===== config.mk =====
export PLATFORM = sky130hd
export DESIGN_NAME = mul
export DESIGN_NICKNAME = d
export VERILOG_FILES = /design/src/rtl/mul_pkg.sv /design/src/rtl/mul_array.sv /design/src/rtl/mul.sv
export SDC_FILE = /design/constraint.sdc
export NUM_CORES = 1
export LEC_CHECK = 0
export BUFFER_PORTS_ARGS = -buffer_cell sky130_fd_sc_hd__buf_4
export CORE_ASPECT_RATIO = 1.1
export CORE_UTILIZATION = 30
export DETAILED_ROUTE_END_ITERATION = 7
export PLACE_DENSITY_LB_ADDON = 0.15
export SETUP_SLACK_MARGIN = 0.4
export SLEW_MARGIN = 30
export SYNTH_ARGS = -nofsm -noshare
export SYNTH_HDL_FRONTEND = slang
export SYNTH_SLANG_ARGS = --single-unit

===== constraint.sdc =====
create_clock -name CLK -period 5.88 [get_ports CLK]
set_input_delay 0.588 -clock CLK [delete_from_list [all_inputs] [get_ports CLK]]
set_output_delay 0.588 -clock CLK [all_outputs]
set_load 0.1 [all_outputs]

===== src/rtl/mul_pkg.sv =====
// Shared width and operand/result type for the pipelined multiplier.
package mul_pkg;

    // Operand and result width used by default throughout the block.
    localparam int unsigned WIDTH_DEFAULT = 32;

    // Operand/result word at the default width.
    typedef logic [WIDTH_DEFAULT-1:0] word_t;

    // Depth of a binary adder tree that sums n partial products.
    function automatic int unsigned tree_levels(input int unsigned n);
        return (n <= 1) ? 0 : $clog2(n);
    endfunction

endpackage : mul_pkg


===== src/rtl/mul_array.sv =====
// Combinational WIDTH x WIDTH truncated multiplier.
// Builds one shifted partial product per multiplier bit and sums them with a
// balanced adder tree. Every term and every sum is kept at WIDTH bits because
// only the low word of the product is ever needed.
module mul_array
    import mul_pkg::*;
#(
    parameter int unsigned WIDTH = WIDTH_DEFAULT
) (
    input  logic [WIDTH-1:0] a,
    input  logic [WIDTH-1:0] b,
    output logic [WIDTH-1:0] p_c
);

    localparam int unsigned LEVELS = tree_levels(WIDTH);
    localparam int unsigned NPAD   = 32'd1 << LEVELS;
    localparam int unsigned NNODES = 2 * NPAD - 1;

    // Heap-ordered tree: node 0 is the root, leaves start at NPAD-1.
    logic [WIDTH-1:0] node [NNODES];

    genvar k;

    // Leaves: partial product for each multiplier bit, zero for padding slots.
    generate
        for (k = 0; k < NPAD; k++) begin : g_leaf
            if (k < WIDTH) begin : g_pp
                assign node[NPAD-1+k] = {WIDTH{b[k]}} & (a << k);
            end else begin : g_pad
                assign node[NPAD-1+k] = '0;
            end
        end
    endgenerate

    // Internal nodes: pairwise sums, carries beyond WIDTH are dropped.
    generate
        for (k = 0; k < NPAD - 1; k++) begin : g_sum
            assign node[k] = node[2*k+1] + node[2*k+2];
        end
    endgenerate

    assign p_c = node[0];

endmodule : mul_array


===== src/rtl/mul.sv =====
// Two-stage pipelined unsigned multiplier returning the low WIDTH bits.
// Edge N captures A/B, edge N+1 registers their product into C. Synchronous
// reset clears both stages so no in-flight product survives a reset.
module mul
    import mul_pkg::*;
#(
    parameter int unsigned WIDTH = WIDTH_DEFAULT
) (
    input  logic             CLK,
    input  logic             RST,
    input  logic [WIDTH-1:0] A,
    input  logic [WIDTH-1:0] B,
    output logic [WIDTH-1:0] C
);

    logic [WIDTH-1:0] a_q;
    logic [WIDTH-1:0] b_q;
    logic [WIDTH-1:0] prod_c;

    mul_array #(
        .WIDTH (WIDTH)
    ) u_array (
        .a   (a_q),
        .b   (b_q),
        .p_c (prod_c)
    );

    // Operand capture and result register; reset wins over capture.
    always_ff @(posedge CLK) begin
        if (RST) begin
            a_q <= '0;
            b_q <= '0;
            C   <= '0;
        end else begin
            a_q <= A;
            b_q <= B;
            C   <= prod_c;
        end
    end

endmodule : mul


After elaboration in Yosys (flattened, before gate mapping):

Index checks and enable logic that the tools add are counted.

* bits in registers: 96
* input port bits: 66
* word-level logic and storage cells: 66
* output and inout port bits: 32

* bitwise logic cells: 32
* add/sub/neg operators: 31

Operators by type and width (count)
* 32-bit AND: 32
* 32-bit adder: 31

Logic depth before layout (Yosys ltp):

Gate-level depths: netlist of run 1.

* depth after elaboration: 6
* depth in mapped cells: 26
* mapped depth without buffers: 24

Cells and area by module:

Synthesis of run 1 repeated with hierarchy kept, for this count alone.

* cell total of the unflattened synthesis: 1939
* area total of the unflattened synthesis: 17971.0 µm²

By module, submodules not included
* mul_array: cells an instance 1737, area each 15371.0 µm², instances 1
* mul: cells an instance 202, area each 2600.0 µm², instances 1

Worst setup path after synthesis of run 1:

No wires, ideal clock.

* path kind: reg-to-reg
* start: register b_q[2]
* end: register C[24]
* path buffers: 2
* arrival: 6.285 ns
* cell stages (with the launch flop): 26
* clock period less this slack: 6.409 ns
* required time: 5.757 ns
* slack: -0.529 ns
* cell sequence: dfxtp_1 > clkbuf_1 > clkbuf_1 > nand2_1 > fa_1 > inv_1 > fa_1 > inv_1 > fa_1 > inv_1 > fa_1 > inv_1 > fa_1 > fa_1 > inv_1 > ha_1 > ha_1 > ha_1 > a21oi_1 > o21ai_0 > a21oi_1 > o31ai_1 > or2_1 > a21o_1 > a21oi_2 > mux2_1

* cells in the longest elaborated chain, start to end: 6

RTL lines
* from (decl): RTL line mul.sv:17 `logic [WIDTH-1:0] b_q;`
* from (signal assigned): RTL line mul.sv:32 `b_q <= '0;`
* from (signal assigned): RTL line mul.sv:36 `b_q <= B;`
* 32-bit AND: RTL line mul_array.sv:28 `assign node[NPAD-1+k] = {WIDTH{b[k]}} & (a << k);`
* 32-bit adder (5 in series): RTL line mul_array.sv:38 `assign node[k] = node[2*k+1] + node[2*k+2];`
* to (signal assigned): RTL line mul.sv:37 `C <= prod_c;`
* to (decl): RTL line mul.sv:13 `output logic [WIDTH-1:0] C`

Every way passes these cells.
A chain may end at the register's enable or synchronous reset.

Worst setup path in the final report of run 1:

* start: register b_q[14]
* end: register C[31]

The elaborated chain is that of the path after synthesis.

==> results of run 1 <==
==> sequential cells by signal, indices dropped and copies added (netlist names) <==
register  cells
C            32
a_q          32
b_q          32
==> area by class of cell <==
class                      instances  area [um^2]  share of cell area, %
clock buffer                       9        225.2                 0.9747
clock inverter                     7        71.32                 0.3087
inverter                         411         1543                  6.677
multi-input combinational       1335        15030                  65.07
sequential                        96         2012                  8.707
tap                              760        950.9                  4.115
timing repair buffer             342         3269                  14.15
==> cells in the mapped netlist (2+ instances only) <==
master	instances
xnor2_1	56
a211oi_1	3
nor3b_1	5
clkbuf_1	89
nand2_1	355
nor2_1	28
o21a_1	2
fa_1	414
a21oi_1	14
buf_2	6
nand4_1	3
xor2_1	14
a31oi_1	3
nor4b_1	2
nand4b_1	2
nor3_1	7
a21o_1	13
o21ai_0	15
dfxtp_1	96
buf_1	3
and2_1	181
nand2b_1	4
o211ai_1	3
ha_1	117
nand3_1	2
nor2b_1	75
inv_1	411
==> logic make-up after synthesis <==
logic type / Yosys count / share of synthesized area (%)
and+or+nand+nor: 668 / 18.02
adders and majority gates: 531 / 54.44
buffers and inverters: 511 / 10.80
DFF: 96 / 10.73
xor gates and xnor gates: 72 / 3.639
AOI/OAI and AO/OA: 63 / 2.305
muxes: 1 / 0.06286
==> stage by stage <==
step	power (mW)	utilization, %	TNS [ps]
floorplan	4.675	-	0
global placement	6.463	36.65	-5436
detailed placement	6.466	36.65	-5953
CTS	7.527	37.90	-3138
global route	8.455	39.32	-5599
finish	7.697	39.32	-2818
==> final timing paths <==
kind,endpoint,cells past startpoint
worst max-delay path,C[31],21
worst min-delay path,a_q[16],2
worst max register to register,C[31],21
worst min register to register,C[0],3
==> where the power goes <==
part           switching, mW  leakage, nW  internal [mW]  total (mW)
sequential            0.0618        0.814          0.760       0.822
combinational           3.30         9.86           2.93        6.22
clock                  0.351        0.147          0.301       0.651
==> worst max-delay path, stage by stage (launching register included) <==
cell and delay [ps]:
dfxtp_2 330, buf_12 140, buf_4 160, and2_1 170, fa_1 540, inv_1 60
fa_1 560, fa_2 460, fa_1 570, fa_1 440, fa_1 530, inv_2 50
fa_2 620, ha_4 220, ha_4 210, a21o_1 170, a21o_1 190, a21oi_2 180
nand2_2 80, o21ai_4 210, xnor2_1 140, nor2_1 60
==> routing by layer <==
metal	vias to the layer above	GRT usage [%]	share of wire [%]
li1	6084	-	-
met1	6780	23.78	47
met3	35	1.885	2.8
met2	207	29.97	49
met4	0	4.185	1.5
met5	-	0	0
==> timing repair <==
action | CTS | global route
pin swaps | 27 | 90
buffers inserted | 17 | 34
resized for setup | 84 | 100
endpoints found under the setup margin | 18 | 20
cloned | 0 | 1
==> metrics, run 1 <==
slew at the pin closest to its max-slew limit=754.7 ps; sequential element share of the synthesized area=10.73%; GPL Wtd Cong=0.8418; Synth area leaders=fa_1 (46%), dfxtp_1 (11%), inv_1 (8.6%), ha_1 (8.2%), nand2_1 (7.4%); Fill cells=5863; Cell variety after synth=46; CP max FO=10; Reg-to-Reg Start=b_q[14]; Clock Latency Late Sink=420 ps; Std-Cell Rows=93; Final Hold Viols=0; worst slack at placement=-716.7 ps; total wire length=51330 um; CORE AREA=0.05876 mm^2; H-Tree Depth=3; total gr overflow=0; max-slew violation count=0; hpwl dp=42070 um; commonest non-fill, non-tap cell in the layout=inv_1; Num CTS Buffers=9; CTS tree=yes; # Max-Cap Violations=0; worst endpoint required time=6150 ps; design area=0.02311 mm^2; post-detailed-route wirelength per cell=17.34 um; syn nets=2539; Final Setup Violations=14; CP Class=reg2reg; cell taking the most area after synthesis=fa_1; ratio of cells with drive above 1 in the final layout=25.32%; port bufs=97; fmax=160.6 MHz; Initial Util=30.48%; dpl cell area=0.02154 mm^2; Leak Pwr=10.82 nW; top_reg_cell synth=dfxtp_1; startpoint types=flop; status=complete, but fails checks; Post-synth EDFFs=0; DRT Pass-1 Iters=5; IO Count=98; most frequent cells in the layout=inv_1 (397), fa_1 (385), nand2_1 (337); DRT iter0 DRCs=579; failing checks=negative setup slack; vias=13110; worst setup margin=-347.2 ps; initial antenna violation count=2; Total GRT Usage=17.53%; CP startpoint=b_q[14]; pin count of the biggest net entering global routing=68; global-route wire length before repair=81500 um; Post-Layout Cell Count=2960; area share of the largest cell type after synthesis=46.27%; R2R setup slack=-350 ps; RSZ-0062 raised after global routing=yes; PwrDens=333.1 mW/mm^2; Diodes inserted=0; vias in the first global route=14630; Final Cycle Share=105.9%; die height=258.3 um; crit end category=flop; clock root cell=clkbuf_16; Gate Count Post-Synth=1942; max_slew headroom=49.69%; Hold Crit Start=A[16]; DR vias/cell=4.428; die width=235.0 um; Hold-fix buffers, CTS=0; synthesized cell area=0.01791 mm^2; Mean Syn Cell Area=9.224 um^2; Worst Skew=26.48 ps; CTS clk-pin slew, worst paths=90 ps; number of synthesized register bits=96; min cycle time layout=6227 ps; Area Overhead vs Synth=29.00%; cell total after placement=2892; peak supply drop=0.0002981 V; Residual DRC=0; Total Die Area=0.06069 mm^2; Fin Hold WS=383.6 ps; Post-synth ARST share=0%; Final nets=2792; antenna viol nets, final=0; clock sinks=96; CTS Buffer Depth=2; Arr. time, crit path=6500 ps; warnings from Yosys=0; path category of the worst min-delay check=in2reg
No activity file was read; power rests on OpenSTA's default activity.
==> run 2, diff against run 1 <==
--- a/config.mk
+++ b/config.mk
@@ -5,8 +5,9 @@
 export SDC_FILE = /design/constraint.sdc
 export NUM_CORES = 1
 export LEC_CHECK = 0
+export ABC_AREA = 1
 export BUFFER_PORTS_ARGS = -buffer_cell sky130_fd_sc_hd__buf_4
-export CORE_ASPECT_RATIO = 1.1
+export CORE_ASPECT_RATIO = 0.75
 export CORE_UTILIZATION = 30
 export DETAILED_ROUTE_END_ITERATION = 7
 export PLACE_DENSITY_LB_ADDON = 0.15
==> metrics, run 2 <==
worst setup margin=-322.9 ps (+24.38 ps); Synth area leaders=fa_1 (44%), inv_1 (14%), nand2_1 (14%), dfxtp_1 (10%), ha_1 (7.8%); Top Registers=C x32, a_q x32, b_q x32; Residual DRC=0 (unchanged); Post-synth ARST share=0% (unchanged); clock root cell=clkbuf_16; fmax=161.2 MHz (+0.39%); count leader, synth=inv_1; max_slew headroom=49.74% (+0.055 points); Hold Crit Start=A[11]; path category of the worst min-delay check=in2reg; synthesized cell area=0.01872 mm^2 (+4.5%); die width=290.4 um (+24%); Comb pwr share=82.1% (+1.2 points); crit end category=flop; die height=218.3 um (-15%); Total GRT Usage=17.99% (+0.45 points); commonest cells in the netlist=inv_1 (721), nand2_1 (680), fa_1 (414); Arr. time, crit path=6550 ps (+50 ps); dpl cell area=0.02243 mm^2 (+4.2%); Synth Area in Compound Gates=2.153% (-0.15 points); Fin Hold WS=363.0 ps (-20.54 ps); Leak Pwr=13.22 nW (+22%); sequential element share of the synthesized area=10.27% (-0.46 points); port bufs=97 (unchanged); CORE AREA=0.06109 mm^2 (+4.0%); startpoint types=flop; CTS clk-pin slew, worst paths=100 ps (about the same); largest family of logic cells by synthesized area=adder cells; hpwl dp=45910 um (+9.1%); CTS Buffer Depth=2 (unchanged); Std-Cell Rows=78 (-16%); design area=0.02433 mm^2 (+5.3%); warnings from Yosys=0 (unchanged); slew at the pin closest to its max-slew limit=753.9 ps (-0.8290 ps); adder and majority gate portion of the synthesized area=52.10% (-2.3 points); Total Die Area=0.06340 mm^2 (+4.5%); mux contribution to synthesized area=0% (-0.063 points); pin count of the biggest net entering global routing=70 (+2.9%); most frequent cells in the layout=inv_1 (698), nand2_1 (642), fa_1 (375); IO Count=98 (unchanged); Power, Total=8.428 mW (+9.5%); area share of the largest cell type after synthesis=44.28% (-2.0 points); sequential power share=9.6% (-1.1 points); Fill cells=6237 (+6.4%); Cell variety after synth=36 (-22%); peak supply drop=0.0003891 V (+31%); min cycle time layout=6203 ps (-24.38 ps); top_reg_cell synth=dfxtp_1; initial antenna violation count=0 (-2); Final Setup Violations=6 (-8); CTS tree=yes; clock sinks=96 (unchanged); Synth Area in XOR/XNOR=0.7019% (-2.9 points); total wire length=56010 um (+9.1%); post-synthesis simple-gate area fraction=17.57% (-0.45 points); Reg-to-Reg Start=a_q[4]; CP startpoint=a_q[4]; Num CTS Buffers=9 (unchanged); vias in the first global route=15480 (+5.8%); CP Class=reg2reg; Initial Util=30.64% (+0.15 points); switch share=50.30% (+2.1 points); antenna viol nets, final=0 (unchanged); Final nets=3224 (+15%); post-detailed-route wirelength per cell=16.32 um (-5.9%); commonest non-fill, non-tap cell in the layout=inv_1; syn nets=2995 (+18%); Clock Latency Late Sink=410 ps (about the same); failing checks=negative setup slack; Worst Skew=20.96 ps (-5.518 ps); vias=14800 (+13%); RSZ-0062 raised after global routing=yes; status=complete, but fails checks; CP max FO=7 (-3); P_sw=4.239 mW (+14%); worst endpoint required time=6220 ps (+70 ps); worst slack at placement=-646.2 ps (+70.50 ps); Pint=4.189 mW (+5.1%); Mean Syn Cell Area=7.805 um^2 (-15%); Gate Count Post-Synth=2398 (+23%); cell taking the most area after synthesis=fa_1; Final Cycle Share=105.5% (-0.41 points); H-Tree Depth=3 (unchanged); clock power share=8.2% (-0.3 points); # Max-Cap Violations=0 (unchanged); PwrDens=346.4 mW/mm^2 (+4.0%); total gr overflow=0 (unchanged); DR vias/cell=4.312 (-2.6%); Area Overhead vs Synth=29.98%; GPL Wtd Cong=0.8443 (+0.30%); DRT Pass-1 Iters=5 (unchanged); Post-synth EDFFs=0 (unchanged); global-route wire length before repair=86950 um (+6.7%); ratio of cells with drive above 1 in the final layout=22.57% (-2.7 points); Final Hold Viols=0 (unchanged); DRT iter0 DRCs=740 (+28%); Diodes inserted=0 (unchanged); number of synthesized register bits=96 (unchanged); max-slew violation count=0 (unchanged)
-- run 2: changes by cell type after synthesis, sizes merged, moves of 9 or more --
cell / before / now
a21oi: 15 / 37
buf: 10 / 32
and2: 181 / 0
a21o: 13 / 3
nand3: 2 / 48
xnor2: 57 / 7
nand2: 355 / 687
nor2b: 75 / 0
clkbuf: 90 / 81
inv: 411 / 728
nor2: 28 / 98
-- run 2: final timing paths --
path / cells after the start / slack, ps / endpoint
hold / removal: 3 / 360 / a_q[11]
hold reg to reg: 3 / 810 / C[0]
setup reg to reg: 27 / -320 / C[31]
setup / recovery: 27 / -320 / C[31]
-- run 2: per-stage QoR --
step	instances	utilization [%]	setup TNS, ps
6_report	3432	39.82	-1164
5_1_grt	3432	39.82	-2941
4_1_cts	3404	38.17	-1567
3_5_place_dp	3375	36.71	-4316
3_3_place_gp	3375	36.71	-3244
2_1_floorplan	2398	-	0
-- run 2: kinds of logic (layout without fill, tap and decap cells) --
family | Yosys count | count (layout)
AOI/OAI and AO/OA | 72 | 72
adders and majority gates | 531 | 531
xor gates and xnor gates | 15 | 15
buffers and inverters | 841 | 1075
DFF | 96 | 96
and+or+nand+nor | 843 | 843
-- run 2: final cells by class --
class	instances	area, um^2	area share [%]
clock buffers	10	229.0	0.9412
clock inverters	6	73.82	0.3034
inverters	728	2733	11.23
multi-input cells	1461	14940	61.41
flip-flops and latches	96	2002	8.229
well taps	800	1001	4.114
repair buffers	331	3351	13.77
-- run 2: critical path: stages, from the launching register on --
cell     delay [ps]
dfxtp_2         330
buf_12          140
buf_12          140
nand2_4          50
inv_2            40
fa_1            530
inv_2            50
fa_1            520
inv_1            50
fa_1            480
inv_1            50
fa_1            480
inv_1            50
fa_1            500
fa_1            520
inv_2            40
fa_2            570
inv_2            60
ha_4            240
ha_4            290
nand2_2          70
nor3_4          280
nand2_1          80
o21ai_1         180
a41oi_2          70
nand3_1         110
nand2_1          60
nor2_1          140
-- run 2: power by group through the flow --
stage	Sequential (mW)	Combinational (mW)	Clock (mW)
after global routing	0.824	7.64	0.746
after CTS	0.818	6.39	0.725
after floorplan	1.30	3.45	0
after detailed placement	0.836	5.96	0
after global placement	0.836	5.97	0
final	0.813	6.92	0.692
-- run 2: per-layer routing --
| layer | GRT usage, % | vias to the layer above | part of all wire (%) |
|---|---|---|---|
| li1 | - | 7115 | - |
| met1 | 27.75 | 7354 | 52 |
| met2 | 25.66 | 289 | 41 |
| met3 | 3.549 | 42 | 5.5 |
| met4 | 3.563 | 0 | 1.4 |
| met5 | 0 | - | 0 |
-- run 2: timing repair --
action,CTS,global route
pin swaps,14,53
endpoints found under the setup margin,19,18
setup buffers,10,24
hold buffers,0,0
gates resized for setup,97,157
cloned,3,4
==> run 3, diff against run 2 <==
--- a/config.mk
+++ b/config.mk
@@ -12,6 +12,7 @@
 export DETAILED_ROUTE_END_ITERATION = 7
 export PLACE_DENSITY_LB_ADDON = 0.15
 export SETUP_SLACK_MARGIN = 0.4
+export SKIP_LAST_GASP = 1
 export SLEW_MARGIN = 30
 export SYNTH_ARGS = -nofsm -noshare
 export SYNTH_HDL_FRONTEND = slang
==> metrics, run 3 (synthesized netlist as in run 2, its figures left out) <==
status=complete, but fails checks; failing checks=negative setup slack; max-slew violation count=0 (unchanged); Hold Path Depth=3 (unchanged); dpl cell area=0.02243 mm^2 (unchanged); vias in the first global route=15490 (+0.052%); slew at the pin closest to its max-slew limit=753.8 ps (-0.03541 ps); Power, Total=8.513 mW (+1.0%); commonest non-fill, non-tap cell in the layout=inv_1; RSZ-0062 raised after global routing=yes; hpwl dp=45910 um (unchanged); clock sinks=96 (unchanged); total gr overflow=0 (unchanged); CTS clk-pin slew, worst paths=100 ps (about the same); post-detailed-route wirelength per cell=16.52 um (+1.2%); Hold-fix buffers, CTS=0 (unchanged); R2R setup slack=-290 ps (+30 ps); peak supply drop=0.0003942 V (+1.3%); Initial Util=30.64% (unchanged); Total Die Area=0.06340 mm^2 (unchanged); max_slew headroom=49.74% (about the same); Final Setup Violations=6 (unchanged); die width=290.4 um (unchanged); H-Tree Depth=3 (unchanged); DR vias/cell=4.311 (about the same); Num CTS Buffers=9 (unchanged); Total GRT Usage=17.99% (about the same); setup TNS=-1344 ps (-179.7 ps); global-route wire length before repair=86950 um (about the same); fmax=162.1 MHz (+0.56%); Diodes inserted=0 (unchanged); Final Cycle Share=104.9% (-0.59 points); PwrDens=348.6 mW/mm^2 (+0.62%); Sequential Area=0.002009 mm^2 (+0.38%); CP max FO=7 (unchanged); initial antenna violation count=0 (unchanged); startpoint types=flop; CP Class=reg2reg; Fill cells=6227 (-0.16%); most used cell, CP=fa_1; antenna viol nets, final=0 (unchanged); port bufs=97 (unchanged); DRT Pass-1 Iters=5 (unchanged); Final Hold Viols=0 (unchanged); pin count of the biggest net entering global routing=70 (unchanged); min cycle time layout=6168 ps (-34.64 ps); clock root cell=clkbuf_16; area occupied by multi-input gates=0.01491 mm^2 (-0.20%); total wire length=56850 um (+1.5%); CORE AREA=0.06109 mm^2 (unchanged); worst endpoint required time=6220 ps (about the same); Worst Skew=18.43 ps (-2.530 ps); CTS Buffer Depth=2 (unchanged); DRT iter0 DRCs=813 (+9.9%); Arr. time, crit path=6500 ps (-50 ps); Top Registers=C x32, a_q x32, b_q x32; CP max-delay cell=fa_2; # Max-Cap Violations=0 (unchanged); Clock Latency Late Sink=410 ps (about the same); Area Overhead vs Synth=30.49%; Residual DRC=0 (unchanged); vias=14830 (+0.22%); crit end category=flop; worst stage delay on the critical path=580 ps (about the same); CTS tree=yes; worst setup margin=-288.2 ps (+34.64 ps); most frequent cells in the layout=inv_1 (694), nand2_1 (642), fa_1 (376); ratio of cells with drive above 1 in the final layout=23.10% (+0.53 points); Std-Cell Rows=78 (unchanged); GPL Wtd Cong=0.8443 (unchanged); Leak Pwr=13.28 nW (+0.42%); design area=0.02442 mm^2 (+0.39%); die height=218.3 um (unchanged); path category of the worst min-delay check=in2reg; worst-case reg-to-reg path depth=27 (unchanged); Final nets=3233 (+0.28%); Final Util=39.98% (+0.16 points); IO Count=98 (unchanged)
run 3: changes by cell type in the layout (fill, tap and decap cells not counted), sizes merged:
cell / previous run / this run
buf: 325 / 331
clkbuf: 15 / 18
run 3: through the flow:
stage	hold slack [ps]	std cells	setup slack, ps
floorplan	444.9	2398	216.5
global placement	786.8	3375	-586.6
detailed placement	793.2	3375	-646.2
CTS	344.1	3404	-353.6
global route	360.5	3441	-547.7
finish	367.2	3441	-288.2
run 3: cell type report:
| type | instances | area share [%] |
|---|---|---|
| inverters | 728 | 11.19 |
| multi-input cells | 1461 | 61.05 |
| clock buffers | 10 | 0.9375 |
| well taps | 800 | 4.098 |
| repair buffers | 340 | 14.20 |
| clock inverters | 6 | 0.3023 |
| flip-flops and latches | 96 | 8.227 |
run 3: path summary, 6_finish.rpt:
path | start | end
worst max-delay path | a_q[4] | C[30]
worst min-delay path | A[11] | a_q[11]
worst max register to register | a_q[4] | C[30]
worst min register to register | a_q[0] | C[0]
run 3: power breakdown:
part / internal (mW) / switching, mW
combinational: 3.16 / 3.85
sequential: 0.754 / 0.0610
clock: 0.337 / 0.351
run 3: critical path: cells and delay by family, from the launching register on:
kind / cells / cell delay [ps]
simple gates: 7 / 790
buf+inv: 9 / 620
compound gates: 2 / 200
fa+ha+maj: 9 / 4140
flops: 1 / 330
run 3: metal layers:
layer  vias up  track usage [%]  wire length [um]
li1       7135                -                 -
met1      7368            27.76             30120
met2       290            25.61             23180
met3        40            3.549              2747
met4         0            3.651               796
met5         -                0                 0
run 3: repair_timing:
item / 4_1_cts / 5_1_grt
pin swaps: 14 / 70
buffers inserted: 10 / 29
gates cloned: 3 / 8
setup endpoints to repair: 19 / 18
resized for setup: 91 / 165
